$ cat config.mk
export PLATFORM = sky130hd
export DESIGN_NAME = comparator_sequential_flat
export DESIGN_NICKNAME = d
export VERILOG_FILES = /design/src/rtl/comparator_sequential_pkg.sv /design/src/rtl/comparator_sequential_if.sv /design/src/rtl/comparator_sequential_slice.sv /design/src/rtl/comparator_sequential.sv /design/src/flat_wrapper.sv
export SDC_FILE = /design/constraint.sdc
export NUM_CORES = 1
export LEC_CHECK = 0
export CORE_MARGIN = 5
export CORE_UTILIZATION = 54
export DETAILED_ROUTE_END_ITERATION = 12
export PLACE_DENSITY = 0.91
export SLEW_MARGIN = 20
export SYNTH_ARGS = -nofsm -noshare
export SYNTH_HDL_FRONTEND = slang
export SYNTH_SLANG_ARGS = --single-unit
$ cat constraint.sdc
create_clock -name clk -period 7.7 [get_ports clk]
set_clock_uncertainty 0.15 [all_clocks]
set_input_delay 1.54 -clock clk [delete_from_list [all_inputs] [get_ports clk]]
set_output_delay 1.54 -clock clk [all_outputs]
set_load 0.005 [all_outputs]
$ cat src/rtl/comparator_sequential_pkg.sv
// Shared types for the sequential comparator: the compare flag set, the
// scan FSM state encoding and the flag derivation from the scan outcome.
package signals;

    typedef struct packed {
        logic eq;
        logic neq;
        logic gt;
        logic lt;
        logic gtu;
        logic ltu;
    } compare_t;

    typedef enum logic [1:0] {
        CMPS_IDLE,
        CMPS_SCAN,
        CMPS_DONE
    } cmp_seq_state_t;

    // Builds the full flag set from the unsigned scan outcome and the two
    // operand sign bits; signed order only differs from unsigned when the
    // sign bits disagree.
    function automatic compare_t make_compare(
        input logic eq,
        input logic ugt,
        input logic ult,
        input logic sa,
        input logic sb
    );
        compare_t f;
        f.eq  = eq;
        f.neq = ~eq;
        f.gtu = ugt;
        f.ltu = ult;
        f.gt  = (~sa & sb) | ((sa == sb) & ugt);
        f.lt  = (sa & ~sb) | ((sa == sb) & ult);
        return f;
    endfunction

endpackage

$ cat src/rtl/comparator_sequential_if.sv
// Operand/result handshake bundle for the sequential comparator.
// slave is the comparator's view, master is the producer/consumer view.
interface comparator_sequential_if
    import signals::*;
#(
    parameter int N     = 32,
    parameter int CHUNK = 8
);
    localparam int STEPS = N / CHUNK;
    localparam int SW    = $clog2(STEPS + 1);

    logic          in_valid;
    logic          in_ready;
    logic [N-1:0]  a;
    logic [N-1:0]  b;
    logic          out_valid;
    logic          out_ready;
    compare_t      signal;
    logic [SW-1:0] steps;

    modport slave (
        input  in_valid, a, b, out_ready,
        output in_ready, out_valid, signal, steps
    );

    modport master (
        output in_valid, a, b, out_ready,
        input  in_ready, out_valid, signal, steps
    );
endinterface

$ cat src/rtl/comparator_sequential_slice.sv
// Purely combinational CHUNK-bit unsigned slice compare.
module comparator_slice #(
    parameter int CHUNK = 8
) (
    input  logic [CHUNK-1:0] x,
    input  logic [CHUNK-1:0] y,
    output logic             gt,
    output logic             eq
);
    assign gt = (x > y);
    assign eq = (x == y);
endmodule

$ cat src/rtl/comparator_sequential.sv
// Multi-cycle wide comparator: scans the latched operands MSB-first one
// CHUNK-bit slice per cycle and stops at the first differing slice.
module comparator_sequential
    import signals::*;
#(
    parameter int N     = 32,
    parameter int CHUNK = 8
) (
    input  logic clk,
    input  logic reset_n,
    input  logic flush,
    comparator_sequential_if.slave bus
);
    localparam int STEPS = N / CHUNK;
    localparam int SW    = $clog2(STEPS + 1);
    localparam int IW    = (STEPS > 1) ? $clog2(STEPS) : 1;

    localparam logic [1:0] ST_IDLE = CMPS_IDLE;
    localparam logic [1:0] ST_SCAN = CMPS_SCAN;
    localparam logic [1:0] ST_DONE = CMPS_DONE;

    generate
        if ((N % CHUNK) != 0 || CHUNK > N) begin : g_bad_params
            $error("comparator_sequential: N must be a multiple of CHUNK and CHUNK <= N");
        end
    endgenerate

    logic [1:0]       state_reg, state_next;
    logic [IW-1:0]    idx_reg, idx_next;
    logic [N-1:0]     ra_reg, ra_next;
    logic [N-1:0]     rb_reg, rb_next;
    logic             out_valid_reg, out_valid_next;
    compare_t         signal_reg, signal_next;
    logic [SW-1:0]    steps_reg, steps_next;

    logic [CHUNK-1:0] cur_a, cur_b;
    logic             slice_gt, slice_eq;

    // Slice mux: idx counts from the MSB slice downwards.
    generate
        if (STEPS == 1) begin : g_single_slice
            assign cur_a = ra_reg;
            assign cur_b = rb_reg;
        end else begin : g_slice_mux
            logic [CHUNK-1:0] a_slices [STEPS];
            logic [CHUNK-1:0] b_slices [STEPS];
            logic [IW-1:0]    slice_sel;
            for (genvar gi = 0; gi < STEPS; gi++) begin : g_slices
                assign a_slices[gi] = ra_reg[gi*CHUNK +: CHUNK];
                assign b_slices[gi] = rb_reg[gi*CHUNK +: CHUNK];
            end
            assign slice_sel = IW'(STEPS - 1) - idx_reg;
            assign cur_a     = a_slices[slice_sel];
            assign cur_b     = b_slices[slice_sel];
        end
    endgenerate

    comparator_slice #(.CHUNK(CHUNK)) u_slice (
        .x  (cur_a),
        .y  (cur_b),
        .gt (slice_gt),
        .eq (slice_eq)
    );

    assign bus.in_ready  = (state_reg == ST_IDLE) & ~flush;
    assign bus.out_valid = out_valid_reg;
    assign bus.signal    = signal_reg;
    assign bus.steps     = steps_reg;

    // Next-state logic: accept, per-slice scan with early exit, result hold.
    always_comb begin
        state_next     = state_reg;
        idx_next       = idx_reg;
        ra_next        = ra_reg;
        rb_next        = rb_reg;
        out_valid_next = out_valid_reg;
        signal_next    = signal_reg;
        steps_next     = steps_reg;

        if (flush) begin
            state_next     = ST_IDLE;
            out_valid_next = 1'b0;
            signal_next    = '0;
            steps_next     = '0;
        end else begin
            case (state_reg)
                ST_IDLE: begin
                    if (bus.in_valid) begin
                        ra_next    = bus.a;
                        rb_next    = bus.b;
                        idx_next   = '0;
                        state_next = ST_SCAN;
                    end
                end
                ST_SCAN: begin
                    if (!slice_eq || idx_reg == IW'(STEPS - 1)) begin
                        // Equal last slice means equal operands: ugt = ult = 0.
                        signal_next    = make_compare(slice_eq,
                                                      ~slice_eq & slice_gt,
                                                      ~slice_eq & ~slice_gt,
                                                      ra_reg[N-1], rb_reg[N-1]);
                        steps_next     = SW'(idx_reg) + SW'(1);
                        out_valid_next = 1'b1;
                        state_next     = ST_DONE;
                    end else begin
                        idx_next = idx_reg + IW'(1);
                    end
                end
                ST_DONE: begin
                    if (bus.out_ready) begin
                        out_valid_next = 1'b0;
                        state_next     = ST_IDLE;
                    end
                end
                default: begin
                    state_next     = ST_IDLE;
                    out_valid_next = 1'b0;
                end
            endcase
        end
    end

    // State registers with asynchronous active-low clear.
    always_ff @(posedge clk or negedge reset_n) begin
        if (!reset_n) begin
            state_reg     <= ST_IDLE;
            idx_reg       <= '0;
            ra_reg        <= '0;
            rb_reg        <= '0;
            out_valid_reg <= 1'b0;
            signal_reg    <= '0;
            steps_reg     <= '0;
        end else begin
            state_reg     <= state_next;
            idx_reg       <= idx_next;
            ra_reg        <= ra_next;
            rb_reg        <= rb_next;
            out_valid_reg <= out_valid_next;
            signal_reg    <= signal_next;
            steps_reg     <= steps_next;
        end
    end

endmodule

$ cat src/flat_wrapper.sv
// flat-port wrapper written by rule: the top's interface ports become plain ports
module comparator_sequential_flat import signals::*;
#(
    parameter int N     = 32,
    parameter int CHUNK = 8
)
  (clk, reset_n, flush, bus_in_valid, bus_a, bus_b, bus_out_ready, bus_in_ready, bus_out_valid, bus_signal, bus_steps);
  comparator_sequential_if #(.N(N), .CHUNK(CHUNK)) bus_i ();
  input  logic clk;
  input  logic reset_n;
  input  logic flush;
  input wire logic [$bits(bus_i.in_valid)-1:0] bus_in_valid;
  input wire logic [$bits(bus_i.a)-1:0] bus_a;
  input wire logic [$bits(bus_i.b)-1:0] bus_b;
  input wire logic [$bits(bus_i.out_ready)-1:0] bus_out_ready;
  output wire logic [$bits(bus_i.in_ready)-1:0] bus_in_ready;
  output wire logic [$bits(bus_i.out_valid)-1:0] bus_out_valid;
  output wire logic [$bits(bus_i.signal)-1:0] bus_signal;
  output wire logic [$bits(bus_i.steps)-1:0] bus_steps;
  assign bus_i.in_valid = bus_in_valid;
  assign bus_i.a = bus_a;
  assign bus_i.b = bus_b;
  assign bus_i.out_ready = bus_out_ready;
  assign bus_in_ready = bus_i.in_ready;
  assign bus_out_valid = bus_i.out_valid;
  assign bus_signal = bus_i.signal;
  assign bus_steps = bus_i.steps;
  comparator_sequential #(.N(N), .CHUNK(CHUNK)) u_core (.clk(clk), .reset_n(reset_n), .flush(flush), .bus(bus_i));
endmodule
==> impl_summary.txt <==
----------------------------------------------------
[CTS]
  Clock buffer depth ... 2
  Number of sinks on the clock net ... 78
  Root Buffer ... clkbuf_8
  Total number of H-tree levels ... 3
  Hold bufs inserted after CTS ... 0
  TritonCTS clock tree ... built
  Resize count post-CTS ... 0
  Worst skew pair latency ... between 0.3 and 0.4 ns
  Number of buffers inserted by post-CTS setup repair ... 0
  Clock slew seen by the registers of the worst setup and hold paths ... 0.07 ns
  Total clock buffers created by CTS ... 9

[Placed design]
  Total half-perimeter wirelength after legalization and detailed placement ... around 5600 um
  Weighted congestion at the end of routability-driven global placement ... 0.792
  Post-detailed-placement cell area ... about 4400 um^2
  Number of port buffers ... 79

[Status]
  Run status ... finished, final reports clean

[Logic synthesis]
  Post-synth top flop ... dfrtp_1
  Number of synthesized register bits ... between 70 and 80
  Largest area contributor in the synthesized netlist ... dfrtp_1
  Number of warning messages in the yosys log ... 0
  Mean instance size in the synthesized netlist ... approximately 9.5 um^2
  Netlist Area Pre-Place ... around 3600 um^2
  Post-synth ARST share ... 1.00
  Main area contributors after synthesis ... dfrtp_1 54%, nand2_1 21%, mux4_2 9.9%
  Most frequent cell after synthesis ... nand2_1
  Yosys top cell area share ... 0.538
  List of most frequent post-synthesis cells ... 200 x nand2_1, 78 x dfrtp_1, 16 x mux4_2, 14 x inv_1
  Post-synthesis sequential area ratio ... 0.538
  Post-synth cell types ... 34
  Syn Inst Count ... 380
  Number of synthesized flops with an enable pin ... 0
  Nets in the synthesized netlist ... 460

[Timing]
  Final setup TNS ... 0 ns
  Worst slew margin relative to its limit ... 0.356
  Maximum clock frequency ... 209 MHz
  Post-route fraction of the period consumed by the critical path ... 0.620
  Final hold violation count ... 0
  Tmin final ... ~4.8 ns
  Worst-margin pin slew ... about 0.97 ns
  RSZ-0062 raised after global routing ... false
  Total of endpoints with negative setup slack in the final report ... 0
  Final Max Slew Viols ... 0

[Floorplanning]
  Core region area ... between 6000 and 7000 um^2
  Number of placed I/O pins ... 80
  Standard-cell rows ... 29
  Initial Util ... 0.562
  Die Height ... 92.0 um
  DIE AREA ... 8460 um^2
  Floorplan die width ... between 90 and 100 um

[Setup path]
  Buffers plus inverters on the worst setup path ... 2
  R2R cell count ... 8
  Endpoint required time on the critical path ... approximately 6 ns
  Logic depth of the worst path, buffers included ... 3
  Critical path data arrival time ... between 3 and 4 ns
  Max FO, Critical Path ... 7
  Class of the most critical setup path ... input port to output port
  Worst path cell trace ... clkdlybuf4s50_1 -> nor3_2 -> clkdlybuf4s50_1
  Cell with the largest stage delay on the worst path ... clkdlybuf4s50_1
  Largest stage delay, worst path ... 0.57 ns
  Delay-heaviest family, CP ... buffers and inverters
  Worst setup SP type ... input port
  Category of the worst setup path capture point ... output port
  Most frequent cell on the critical path ... clkdlybuf4s50_1

[Finish]
  Ratio of cells with drive above 1 in the final layout ... 0.0897
  Design Area, Final ... between 4000 and 5000 um^2
  Signed area change from the synthesized netlist to the final layout ... 27.9%
  Final Util ... 0.718
  Number of nets in the layout ... ~530
  Antenna Cells ... 0

[Pwr]
  Leakage ... 2.26 nW
  Power density over cell area ... between 200 and 250 nW/um^2
  Largest vdd supply drop ... approximately 150 uV

[Global routing]
  Overall track demand over capacity in global routing ... 0.203
  Vias in the first global route ... about 3000
  First-pass GRT wire length ... roughly 14000 um
  Maximum number of pins on one net before global-route repair ... around 80
  Leftover overflow at the end of global routing ... 0
  Number of antenna violations at the first check in global routing ... 0

[Routing]
  Via density per instance ... 5.30
  Violation count after the first detailed-routing iteration ... between 150 and 200
  Remaining routing DRC violations ... 0
  Number of routed nets with antenna violations ... 0
  Total wire length ... between 8000 and 9000 um
  Detail-routed net length per standard cell ... 15.4 um
  Overall via count from detail_route ... 2831
  Initial DRT Pass Iterations ... 4

[Job]
  # Max-Cap Violations ... 0

[Min path]
  Kind of path behind the tightest hold check ... flip-flop to flip-flop
  Instance count along the most critical hold path ... 2

----------------------------------------------------
[cell type report]
| type | count | area (um^2) |
|---|---|---|
| Clock buffer | 14 | 193 |
| Clock inverter | 2 | 12.5 |
| Fill cell | 480 | 1820 |
| Inverter | 14 | 52.6 |
| Multi-Input combinational cell | 269 | 1540 |
| Sequential cell | 78 | 1950 |
| Tap cell | 77 | 96.3 |
| Timing Repair Buffer | 80 | 796 |
[per-layer routing]
| metal | part of all wire | vias up | wire, um | global-route usage |
|---|---|---|---|---|
| met1 | 0.41 | 1381 | 3380 | 0.246 |
| met4 | 0.0083 | 0 | 68 | 0.0532 |
| met2 | 0.53 | 70 | 4380 | 0.366 |
| met3 | 0.049 | 6 | 400 | 0.0475 |
| met5 | 0 | - | 0 | 0 |
| li1 | - | 1374 | - | - |
[worst register-to-register path: cells and delay by family, from the launching register on]
kind	cells	cell delay, ns
buffers and inverters	1	0.35
AND/OR/NAND/NOR	1	0.14
multiplexers	1	0.56
AO/OA/AOI/OAI	4	1.13
flip-flops	1	0.46
adder cells (fa/ha/maj)	1	0.33
[cells in the final DEF (no fill, tap or decap), types with 2 or more instances in the layout]
cell type / n
clkbuf_8: 14
ha_1: 11
nand3_1: 5
mux4_2: 16
nand2_1: 199
nor2b_1: 2
o21ai_0: 7
a211oi_1: 2
nor2_1: 2
dfrtp_1: 78
buf_4: 2
inv_1: 14
nand4_1: 2
a21oi_1: 3
o21ai_1: 3
clkdlybuf4s50_1: 78
[per-stage QoR]
step | hold WS [ns] | power [W] | cells | setup slack [ns]
after CTS | 0.328 | 0.00105 | 534 | 3.01
final | 0.327 | 0.00104 | 534 | 2.92
after floorplan | 0.290 | 0.000649 | 380 | 4.26
after global routing | 0.350 | 0.00110 | 534 | 2.89
after global placement | 0.303 | 0.000728 | 518 | 3.12
after detailed placement | 0.310 | 0.000745 | 518 | 3.02
[worst paths after layout]
kind,startpoint,endpoint,slack [ns]
worst max-delay path,flush,bus_in_ready,2.92
worst min-delay path,u_core.rb_reg[11],u_core.rb_reg[11],0.33
worst max register to register,u_core.idx_reg[0],u_core.bus.signal[3],4.42
worst min register to register,u_core.rb_reg[11],u_core.rb_reg[11],0.33
max in group asynchronous,reset_n,u_core.rb_reg[4],5.57
min in group asynchronous,reset_n,u_core.ra_reg[22],1.21
[where the power goes]
part	internal [W]	switching [W]
logic	0.000113	0.000109
clock network	0.000161	0.000140
registers	0.000479	0.0000387
[logic make-up (layout without fill, tap and decap cells)]
logic type      Yosys count  in the layout  share of synthesized area
simple gates            218            218                      0.239
flops                    78             78                      0.538
buf+inv                  33            110                     0.0410
compound gates           24             24                     0.0445
mux                      16             16                     0.0993
fa+ha+maj                11             11                     0.0379
Note: power is estimated with default switching activity, not from simulation.
==> variant (same settings) <==
Take the reset off `rb_reg` and load it in a clocked block of its own.
--- a/src/rtl/comparator_sequential.sv
+++ b/src/rtl/comparator_sequential.sv
@@ -126,7 +126,6 @@
             state_reg     <= ST_IDLE;
             idx_reg       <= '0;
             ra_reg        <= '0;
-            rb_reg        <= '0;
             out_valid_reg <= 1'b0;
             signal_reg    <= '0;
             steps_reg     <= '0;
@@ -134,12 +133,15 @@
             state_reg     <= state_next;
             idx_reg       <= idx_next;
             ra_reg        <= ra_next;
-            rb_reg        <= rb_next;
             out_valid_reg <= out_valid_next;
             signal_reg    <= signal_next;
             steps_reg     <= steps_next;
         end
     end
 
+    always_ff @(posedge clk) begin
+        rb_reg <= rb_next;
+    end
+
 endmodule
 
Formal check against the unedited RTL: no difference found for any inputs over 10 cycles, from zero or initial values and one cycle with reset_n low; that may be too few to reach the edited logic, so the function may still have changed.
==> variant against the unedited design <==
Setup slack better by 0.081 ns; cell area down 3.4%; global-route usage down 2.8 points; critical endpoint unchanged; critical path type unchanged; via count down 18%; sequential cell count unchanged; power down 7.0%; first-iteration DRC count down 41%; synthesized area down 4.9%; routed wire length down 15%; worst hold slack worse by 0.0035 ns.
==> variant: results (changes against the unedited design) <==
- Layout clock area frac: 4.75% (+0.32 points)
- Synth Area in Adders: 3.99% (+0.19 points)
- Dpl ws: 2.98 ns (-0.0334 ns)
- Multi-input logic area: 1210 µm² (-21%)
- Static leakage: 1.97 nW (-13%)
- Yosys cell types: 30 (-12%)
- Hold Slack: 0.324 ns (-0.00350 ns)
- Complex-gate fraction of the synthesized area: 5.04% (+0.59 points)
- Hold Path Origin: u_core.ra_reg[14]$_DFFE_PN0P_
- Placed cells: 421 (-19%)
- Syn Nets: 354 (-23%)
- Final RePlAce weighted congestion: 0.794 (+0.24%)
- Slew @ Worst Pin: 0.850 ns (-0.117 ns)
- Drt pass-1 iters: 6 (+2)
- Aggregate global-route resource usage: 17.5% (-2.8 points)
- Vias/cell: 5.32 (+0.40%)
- Type of the worst min-delay path: flop to flop
- R2R Setup Slk: 4.85 ns (+0.43 ns)
- Synth Instances: 274 (-28%)
- Number of sequential cells: 78 (unchanged)
- Fillcell total: 456 (-5.0%)
- R2R depth: 7 (-1)
- DP HPWL: 5.01 mm (-10%)
- Vias in the first global route: 2,451 (-17%)
- CP startpoint: flush
- Number of enable flip-flop cells after synthesis: 32 (+32)
- Switching power: 233 µW (-19%)
- Asr flop ratio synth: 59.0% (-41 points)
- Max Clock Freq: 213 MHz (+1.7%)
- WL/cell: 16.0 µm (+3.8%)
- Post-synthesis sequential area ratio: 61.2% (+7.4 points)
- Storage cell area: 2110 µm² (+8.2%)
- Top post-synthesis cells by count: nand2_1 (106), dfrtp_1 (46), edfxtp_1 (32)
- Via Count: 2,326 (-18%)
- Critical Path AT: 3.00 ns (-0.09 ns)
- Top cells by area, synth: dfrtp_1 (33%), edfxtp_1 (28%), nand2_1 (12%)
- Worst-path maximum fanout: 6 (-1)
- R2R Path Start: u_core.idx_reg[1]$_DFFE_PN0P_
- Multi-input comb cells: 173 (-36%)
- Hold EP: u_core.ra_reg[14]$_DFFE_PN0P_
- Non-clk invs: 13 (-1)
- CORE AREA: 6280 µm² (-2.8%)
- First-pass GRT wire length: 11.4 mm (-17%)
- Htree depth: 3 (unchanged)
- Post-CTS sizing: 0 (unchanged)
- Multi-input logic portion of the cell area: 27.1% (-6.0 points)
- Mux cell area share after synthesis: 10.4% (+0.51 points)
- Layout cells sized above 1: 12.2% (+3.3 points)
- Largest net degree at the start of global routing: 66 (-16%)
- Status: complete, no violations
- Placed Area: 4270 µm² (-3.6%)
- DRT iter0 DRCs: 89 (-41%)
- Final #Nets: 435 (-18%)
- Worst vdd ir: 130 µV (-15%)
- NonClk Buf Share: 17.8% (+0.60 points)
variant: cell types whose count changed in the layout (fill, tap and decap cells not counted), moves of 4 or more:
cell | before | now
clkbuf_8 | 14 | 9
dfrtp_1 | 78 | 46
o21ai_0 | 7 | 0
nand2_1 | 199 | 106
o21ai_1 | 3 | 7
edfxtp_1 | 0 | 32
variant: power groups by stage:
stage | Sequential (mW) | Combinational, mW | Clock (mW)
floorplan | 0.500 | 0.0817 | 0
global placement | 0.503 | 0.139 | 0
detailed placement | 0.506 | 0.146 | 0
CTS | 0.497 | 0.147 | 0.329
global route | 0.502 | 0.161 | 0.350
finish | 0.498 | 0.145 | 0.326
variant: layer usage:
metal	share of wire [%]	up-vias	GRT usage, %
li1	-	1113	-
met3	5.2	14	4.26
met1	40	1131	20.7
met4	1.8	0	6.58
met5	0	-	0
met2	53	68	30.9
variant: critical path: stages:
cell and delay, ns:
clkdlybuf4s50_1 0.60, nor3_4 0.32, clkdlybuf4s50_1 0.54
